$ cat config.mk
export PLATFORM = sky130hd
export DESIGN_NAME = icache_ctrl
export DESIGN_NICKNAME = d
export VERILOG_FILES = /design/src/rtl/icache_ctrl.sv
export SDC_FILE = /design/constraint.sdc
export NUM_CORES = 1
export LEC_CHECK = 0
export BUFFER_PORTS_ARGS = -buffer_cell sky130_fd_sc_hd__buf_2
export CORE_UTILIZATION = 40
export CTS_CLUSTER_SIZE = 28
export DETAILED_ROUTE_END_ITERATION = 8
export GPL_ROUTABILITY_DRIVEN = 0
export PLACE_DENSITY = 0.59
export SLEW_MARGIN = 5
export SYNTH_ARGS = -nofsm -noshare
export SYNTH_HDL_FRONTEND = slang
export SYNTH_SLANG_ARGS = --single-unit
$ cat constraint.sdc
create_clock -name CLK -period 4.1 [get_ports CLK]
set_input_delay 0.41 -clock CLK [delete_from_list [all_inputs] [get_ports CLK]]
set_output_delay 0.41 -clock CLK [all_outputs]
set_load 0.005 [all_outputs]
$ cat src/rtl/icache_ctrl.sv
// Direct-mapped instruction cache: 16 frames of one 32-bit word each.
// Hits are answered combinationally from IDLE. A miss latches the tag and
// index, then refills one word from the memory controller. The optional
// hit/miss statistics counters are enabled with the macro ICACHE_STATS_EN.
module icache_ctrl #(
  parameter int NFRAMES   = 16,
  parameter int FILL_HOLD = 0
) (
  input  logic        CLK,
  input  logic        nRST,
  input  logic        imemREN,
  input  logic [31:0] imemaddr,
  output logic        ihit,
  output logic [31:0] imemload,
  output logic        iREN,
  output logic [31:0] iaddr,
  input  logic        iwait,
  input  logic [31:0] iload
`ifdef ICACHE_STATS_EN
  ,
  output logic [31:0] hitcnt,
  output logic [31:0] misscnt
`endif
);

  localparam int C_IIX_W  = 4;
  localparam int C_IBYT_W = 2;
  localparam int C_ITAG_W = 32 - C_IIX_W - C_IBYT_W;
  localparam logic [1:0] HOLD_LAST = 2'(FILL_HOLD - 1);

  typedef struct packed {
    logic [C_ITAG_W-1:0] icpctag;
    logic [C_IIX_W-1:0]  icpcind;
    logic [C_IBYT_W-1:0] icpcbyt;
  } ic_pc_t;

  typedef struct packed {
    logic                icvalid;
    logic [C_ITAG_W-1:0] ictag;
    logic [31:0]         icblock;
  } ic_frame_t;

  typedef enum logic [1:0] {IDLE, FETCH, HOLD} state_t;

  if (NFRAMES != (1 << C_IIX_W)) begin : g_bad_nframes
    $error("icache_ctrl: NFRAMES must equal 2**C_IIX_W");
  end
  if (FILL_HOLD < 0 || FILL_HOLD > 3) begin : g_bad_fill_hold
    $error("icache_ctrl: FILL_HOLD must be in 0..3");
  end

  state_t              state_q;
  logic [C_ITAG_W-1:0] ltag_q;
  logic [C_IIX_W-1:0]  lidx_q;
  logic [1:0]          hold_q;
  ic_frame_t           frames_q [NFRAMES];

  ic_pc_t    pc;
  ic_frame_t sel;
  ic_frame_t frame_d;
  logic      lookup_hit;
  logic      fill_done;
  logic      unused_byte;

  assign pc          = ic_pc_t'(imemaddr);
  assign sel         = frames_q[pc.icpcind];
  assign lookup_hit  = imemREN && sel.icvalid && (sel.ictag == pc.icpctag);
  assign fill_done   = (state_q == FETCH) && !iwait;
  assign frame_d     = '{icvalid: 1'b1, ictag: ltag_q, icblock: iload};
  // Byte offset within the word plays no part in the lookup.
  assign unused_byte = ^pc.icpcbyt;

  assign ihit     = (state_q == IDLE) && lookup_hit;
  assign imemload = ihit ? sel.icblock : 32'h0;
  assign iREN     = (state_q == FETCH);
  assign iaddr    = iREN ? {ltag_q, lidx_q, 2'b00} : 32'h0;

  // Controller FSM: latch the missing line, wait for the fill, optional turnaround.
  always_ff @(posedge CLK or negedge nRST) begin
    if (!nRST) begin
      state_q <= IDLE;
      ltag_q  <= '0;
      lidx_q  <= '0;
      hold_q  <= '0;
    end else begin
      case (state_q)
        IDLE: begin
          if (imemREN && !lookup_hit) begin
            ltag_q  <= pc.icpctag;
            lidx_q  <= pc.icpcind;
            state_q <= FETCH;
          end
        end
        FETCH: begin
          if (!iwait) begin
            hold_q  <= '0;
            state_q <= (FILL_HOLD > 0) ? HOLD : IDLE;
          end
        end
        HOLD: begin
          if (hold_q == HOLD_LAST) begin
            state_q <= IDLE;
          end else begin
            hold_q <= hold_q + 2'd1;
          end
        end
        default: state_q <= IDLE;
      endcase
    end
  end

  // Frame array: the only write is the refill landing at the end of FETCH.
  always_ff @(posedge CLK or negedge nRST) begin
    if (!nRST) begin
      for (int i = 0; i < NFRAMES; i++) begin
        frames_q[i] <= '0;
      end
    end else if (fill_done) begin
      frames_q[lidx_q] <= frame_d;
    end
  end

`ifdef ICACHE_STATS_EN
  // Saturating hit and miss counters.
  always_ff @(posedge CLK or negedge nRST) begin
    if (!nRST) begin
      hitcnt  <= '0;
      misscnt <= '0;
    end else begin
      if (ihit && (hitcnt != 32'hFFFF_FFFF)) begin
        hitcnt <= hitcnt + 32'd1;
      end
      if ((state_q == IDLE) && imemREN && !lookup_hit && (misscnt != 32'hFFFF_FFFF)) begin
        misscnt <= misscnt + 32'd1;
      end
    end
  end
`endif

endmodule

**After elaboration in Yosys (flattened, before gate mapping)**

Cells that the tools add are included.

- $add $sub $neg: 1
- $lt $le $gt $ge: 3
- Equal/unequal tests: 8
- Mux-type cells: 14
- Bitwise gates (word level): 2
- Reduce and logical (&&, ||, !) cells: 13

Operators with widths:

| kind | number |
|---|---|
| $bwmux W944 | 1 |
| $bmux W59 S4 | 1 |
| $demux W59 S4 | 1 |
| $mux W59 | 3 |
| $mux W32 | 2 |
| $eq A26 B26 Y1 | 1 |
| $ge A5 B5 Y1 const B | 2 |
| $not A4 Y5 | 2 |
| $mux W2 | 4 |
| $logic_and A1 B1 Y1 | 6 |
| $ne A2 B2 Y1 const B | 3 |
| $pmux W2 S3 | 1 |
| $reduce_and A3 Y1 | 2 |
| $lt A5 B1 Y1 const B | 1 |
| $eq A2 B2 Y1 const B | 2 |
| $pmux W2 S2 | 1 |
| $add A2 B1 Y2 const B | 1 |
| $eq A2 B1 Y1 const B | 1 |
| $logic_not A1 Y1 | 2 |
| $logic_not A2 Y1 | 1 |
| $ne A2 B1 Y1 const B | 1 |
| $reduce_and A2 Y1 | 1 |
| $reduce_bool A2 Y1 | 1 |

- Register bits: 978
- Bits of input ports: 68
- Word-level logic and storage cells: 93

**Logic depth before layout (Yosys ltp)**

- Depth after elaboration: 10
- Gate-level depth with buffers: 13

**Worst setup path before layout**

OpenSTA, ideal clock, no wires.

- Kind: input -> output
- From: input imemaddr[4]
- To: output imemload[10]
- Arrival: 2.993 ns
- Data required time: 3.690 ns
- Setup slack: 0.697 ns
- Stages on the path: 10
- Cells stage by stage: buf_4 buf_2 buf_2 buf_4 buf_2 clkbuf_1 buf_1 mux4_2 mux4_2 nor2b_1

- Word-level cells in the longest chain between the ends: 8
- Elaborated cells between the ends (all ways): 9
- Classes of those cells: eq/ne: 1; mux: 4; bitwise: 1; reduce/logical: 3

RTL lines:

| element | RTL line | source |
|---|---|---|
| start, declared | 12 | `input logic [31:0] imemaddr,` |
| $not A4 Y5 (implied by the code) (*) | 66 | `assign sel = frames_q[pc.icpcind];` |
| $bmux W59 S4 (*) | 66 |  |
| $mux W59 (implied by the code) (*) (2 in a row) | 66 |  |
| $eq A26 B26 Y1 or $logic_and A1 B1 Y1 (tied branches) | 67 | `assign lookup_hit = imemREN && sel.icvalid && (sel.ictag == pc.icpctag);` |
| $logic_and A1 B1 Y1 | 67 |  |
| $logic_and A1 B1 Y1 | 73 | `assign ihit = (state_q == IDLE) && lookup_hit;` |
| $mux W32 (*) | 74 | `assign imemload = ihit ? sel.icblock : 32'h0;` |
| end, declared | 14 | `output logic [31:0] imemload,` |

Every way passes the cells marked *; elsewhere a longest branch is shown, timed or not. The select of a mux whose other input is x is not followed.

**Worst setup path after layout**

- From: register frames_q[754] in the netlist's numbering
- To: output imemload[19]

- Word-level cells in the longest chain between the ends: 7

RTL lines:

| element | RTL line | source |
|---|---|---|
| start, declared | 56 | `ic_frame_t frames_q [NFRAMES];` |
| start signal, assigned by index | 119 | `frames_q[lidx_q] <= frame_d;` |
| $bmux W59 S4 | 66 |  |
| $mux W59 (implied by the code) (2 in a row) | 66 |  |
| $eq A26 B26 Y1 | 67 |  |
| $logic_and A1 B1 Y1 | 67 |  |
| $logic_and A1 B1 Y1 | 73 |  |
| $mux W32 | 74 |  |

No other way between the ends. The select of a mux whose other input is x is not followed.

==> metrics.txt <==
Core Area 0.1107 mm^2; Max Fanout on Critical Path 7; largest net degree at the start of global routing 114; drt first pass iters 5; actual slew at the worst max-slew pin 1.082 ns; Ys Warns 0; Finished Cell Area 0.05157 mm^2; drt wl/cell 26.21 um; total power 33500 uW; Fin Setup TNS 0 ns; Worst-path clk slew 0.06 ns; slowest stage delay, CP around 0.48 ns; Fin Clk Skew between 0.03 and 0.04 ns; Seq/Total Area, Yosys 0.5468; die height roughly 340 um; crit-path cells mux4_2 -> mux2i_2 -> xnor2_1 -> o41ai_2 -> o2111ai_1 -> nor4_2 -> nand4_1 -> buf_6 -> buf_12 -> clkbuf_16 -> nor2b_4 -> buf_2; Synth-to-Final Area Change 15.57%; Worst Setup End Kind output port; Final Max Tran Viols 0; CTS Root Cell clkbuf_16; final setup vio count 0; CP bufs+invs 4; post-synth cell types 57; Starting Density 0.4032; I/O Buffers ~130; CP required 3.69 ns; Clock Path Buffers 3; Final Hold Vio Count 0; Starting DRT DRC Count 1513; share of layout cells above drive strength 1 0.5625; power per cell area 649.5 mW/mm^2; Tmin final 3.956 ns; Nets 3008; Worst slew margin 0.2784; DP HPWL 69850 um; status completed; Site Rows 122; WL final 118400 um; DR DRC count 0; setup ws final around 0.14 ns; dpl ws -0.2336 ns; Max Cap Viol 0; WP data arrival 3.55 ns; biggest area consumer among synthesized cells dfrtp_1; area fraction of the dominant cell type after synthesis 0.5468; leakage 0.02346 uW; final worst-path cycle share 0.9650; Die Footprint 0.1129 mm^2; CP Class flop to output port; Global Route Usage Sum 0.2147; CTS HTree Levels 3; Mapped Cells 2801; cell area after synthesis 0.04462 mm^2; vias per cell 5.634; synth top area cells dfrtp_1 55%, mux2_2 24%, mux4_2 12%, mux2i_1 1.5%, mux2_4 0.98%; CTS tree yes; Clock Sinks approximately 980; post-route ant nets 0; synthesized flop and latch total 975; vias in the first global route 28200; Worst VDD drop 0.3699 mV; Chip Width 336.0 um; ys async rst share 1.000; Synth Area per Inst between 15 and 20 um^2; initial antenna violation count 11; startpoint class of the critical path flop; Area after DPL 0.04748 mm^2; Hold Crit Class input port to flop; IO Count 134; RSZ-0062 raised after global routing yes; routed vias 25460; Slowest cell on crit path mux4_2; CTS Buf Count roughly 110; kind of cell adding the most delay to the critical path multiplexers; utilization after layout 0.4660; area of the multi-input gates 0.01944 mm^2; FILL cells 9456; aggregate global routing overflow 0; Seq. cell area between 0.02 and 0.025 mm^2; most common flop cell mapped by yosys dfrtp_1; Worst-Skew Late Latency 0.69 ns; EDFF count, synth 0; first-pass GRT wire length 181800 um; f_max between 200 and 300 MHz
==> layout make-up <==
class                           count  area share
Inverter                            5   0.0003882
Timing Repair Buffer              272     0.04273
Clock inverter                     27    0.007327
Clock buffer                      168     0.06320
Multi-Input combinational cell   1579      0.3769
Tap cell                         1488     0.03610
Sequential cell                   975      0.4731
Antenna cell                        4   0.0001941
==> power breakdown <==
| group | total, uW | internal, uW | switching, uW |
|---|---|---|---|
| Clock | 9770 | 5830 | 3940 |
| Sequential | 15700 | 13500 | 2160 |
| Combinational | 8030 | 5230 | 2800 |
| Total | 33500 | 24600 | 8900 |
==> path summary, 6_finish.rpt <==
path / startpoint / to / slack (ns) / cells past startpoint
worst max-delay path: frames_q[754] / imemload[19] / 0.14 / 12
worst min-delay path: imemaddr[15] / ltag_q[9] / 0.04 / 2
worst max register to register: frames_q[107] / ltag_q[18] / 0.94 / 10
worst min register to register: frames_q[589] / frames_q[589] / 0.46 / 1
max in group asynchronous: nRST / frames_q[326] / 2.39 / 3
min in group asynchronous: nRST / ltag_q[24] / 0.52 / 2
==> state kept, by name, indices dropped and copies added, names as in the netlist <==
| name | flops |
|---|---|
| frames_q | 944 |
| ltag_q | 26 |
| lidx_q | 4 |
| state_q | 1 |
==> cell usage after synthesis, drive strengths merged, types with 5 or more instances <==
master	number
dfrtp	975
mux2i	69
nand2b	16
o22ai	11
mux2	979
clkbuf	104
nor2b	42
xor2	9
nand3	5
nor4	5
o21ai	9
or2	6
mux4	240
nor3	15
a221oi	10
buf	139
nand2	25
o211ai	5
a22oi	5
a22o	7
and2	34
xnor2	27
nor2	13
==> kinds of logic after synthesis <==
logic type / Yosys count / share of synthesized area
multiplexers: 1288 / 0.3861
other: 1 / 0.00008404
XOR/XNOR: 36 / 0.007066
AND/OR/NAND/NOR: 181 / 0.02367
AO/OA/AOI/OAI: 72 / 0.01262
flip-flops: 975 / 0.5468
buffers and inverters: 248 / 0.02372
==> stage by stage <==
step / hold WS (ns) / std cells
2_1_floorplan: 0.1144 / 2802
3_3_place_gp: 0.4437 / 4298
3_5_place_dp: 0.4478 / 4298
4_1_cts: 0.002855 / 4505
5_1_grt: 0.01687 / 4514
6_report: 0.04123 / 4518
==> worst register-to-register path, stage by stage, from the launching register on <==
cell	delay, ns
dfrtp_1	0.37
mux4_2	0.47
a22o_1	0.22
a221oi_2	0.27
xor2_2	0.28
buf_4	0.16
nand4_1	0.09
nor4b_2	0.39
a41oi_4	0.19
buf_4	0.27
mux2_4	0.32
==> cell usage in the layout, fill, tap and decap left out, types with 6 or more instances in the layout <==
cell type,instances
nor2_1,12
mux2i_1,66
mux2_2,949
buf_2,124
mux4_2,240
nor2b_1,32
clkbuf_1,28
nor2b_4,9
o21ai_0,6
a221oi_1,9
nand2b_1,16
xor2_1,8
o22ai_1,10
nand2_4,9
dlygate4sd3_1,10
xnor2_1,25
buf_4,102
mux2_4,29
clkinv_2,17
clkbuf_16,110
buf_12,27
and2_1,34
nand2_1,16
clkbuf_8,31
nor3_1,12
or2_2,6
bufinv_16,6
dfrtp_1,974
a22o_1,7
==> what timing repair did <==
action                                  CTS  global route
resized for setup                         5            34
gates cloned                              1             1
endpoints found under the setup margin   33            33
buffers inserted                          1             8
hold endpoints to repair                 95             0
hold buffers                             10             0
pin swaps                                 2            11
==> per-layer routing <==
metal	GRT usage	vias to the layer above	share of wire
li1	-	10700	-
met1	0.2945	14030	0.44
met2	0.3550	542	0.49
met3	0.03893	176	0.049
met4	0.04809	16	0.022
met5	0	-	0.00089
Power figures use the tool's default switching activity.
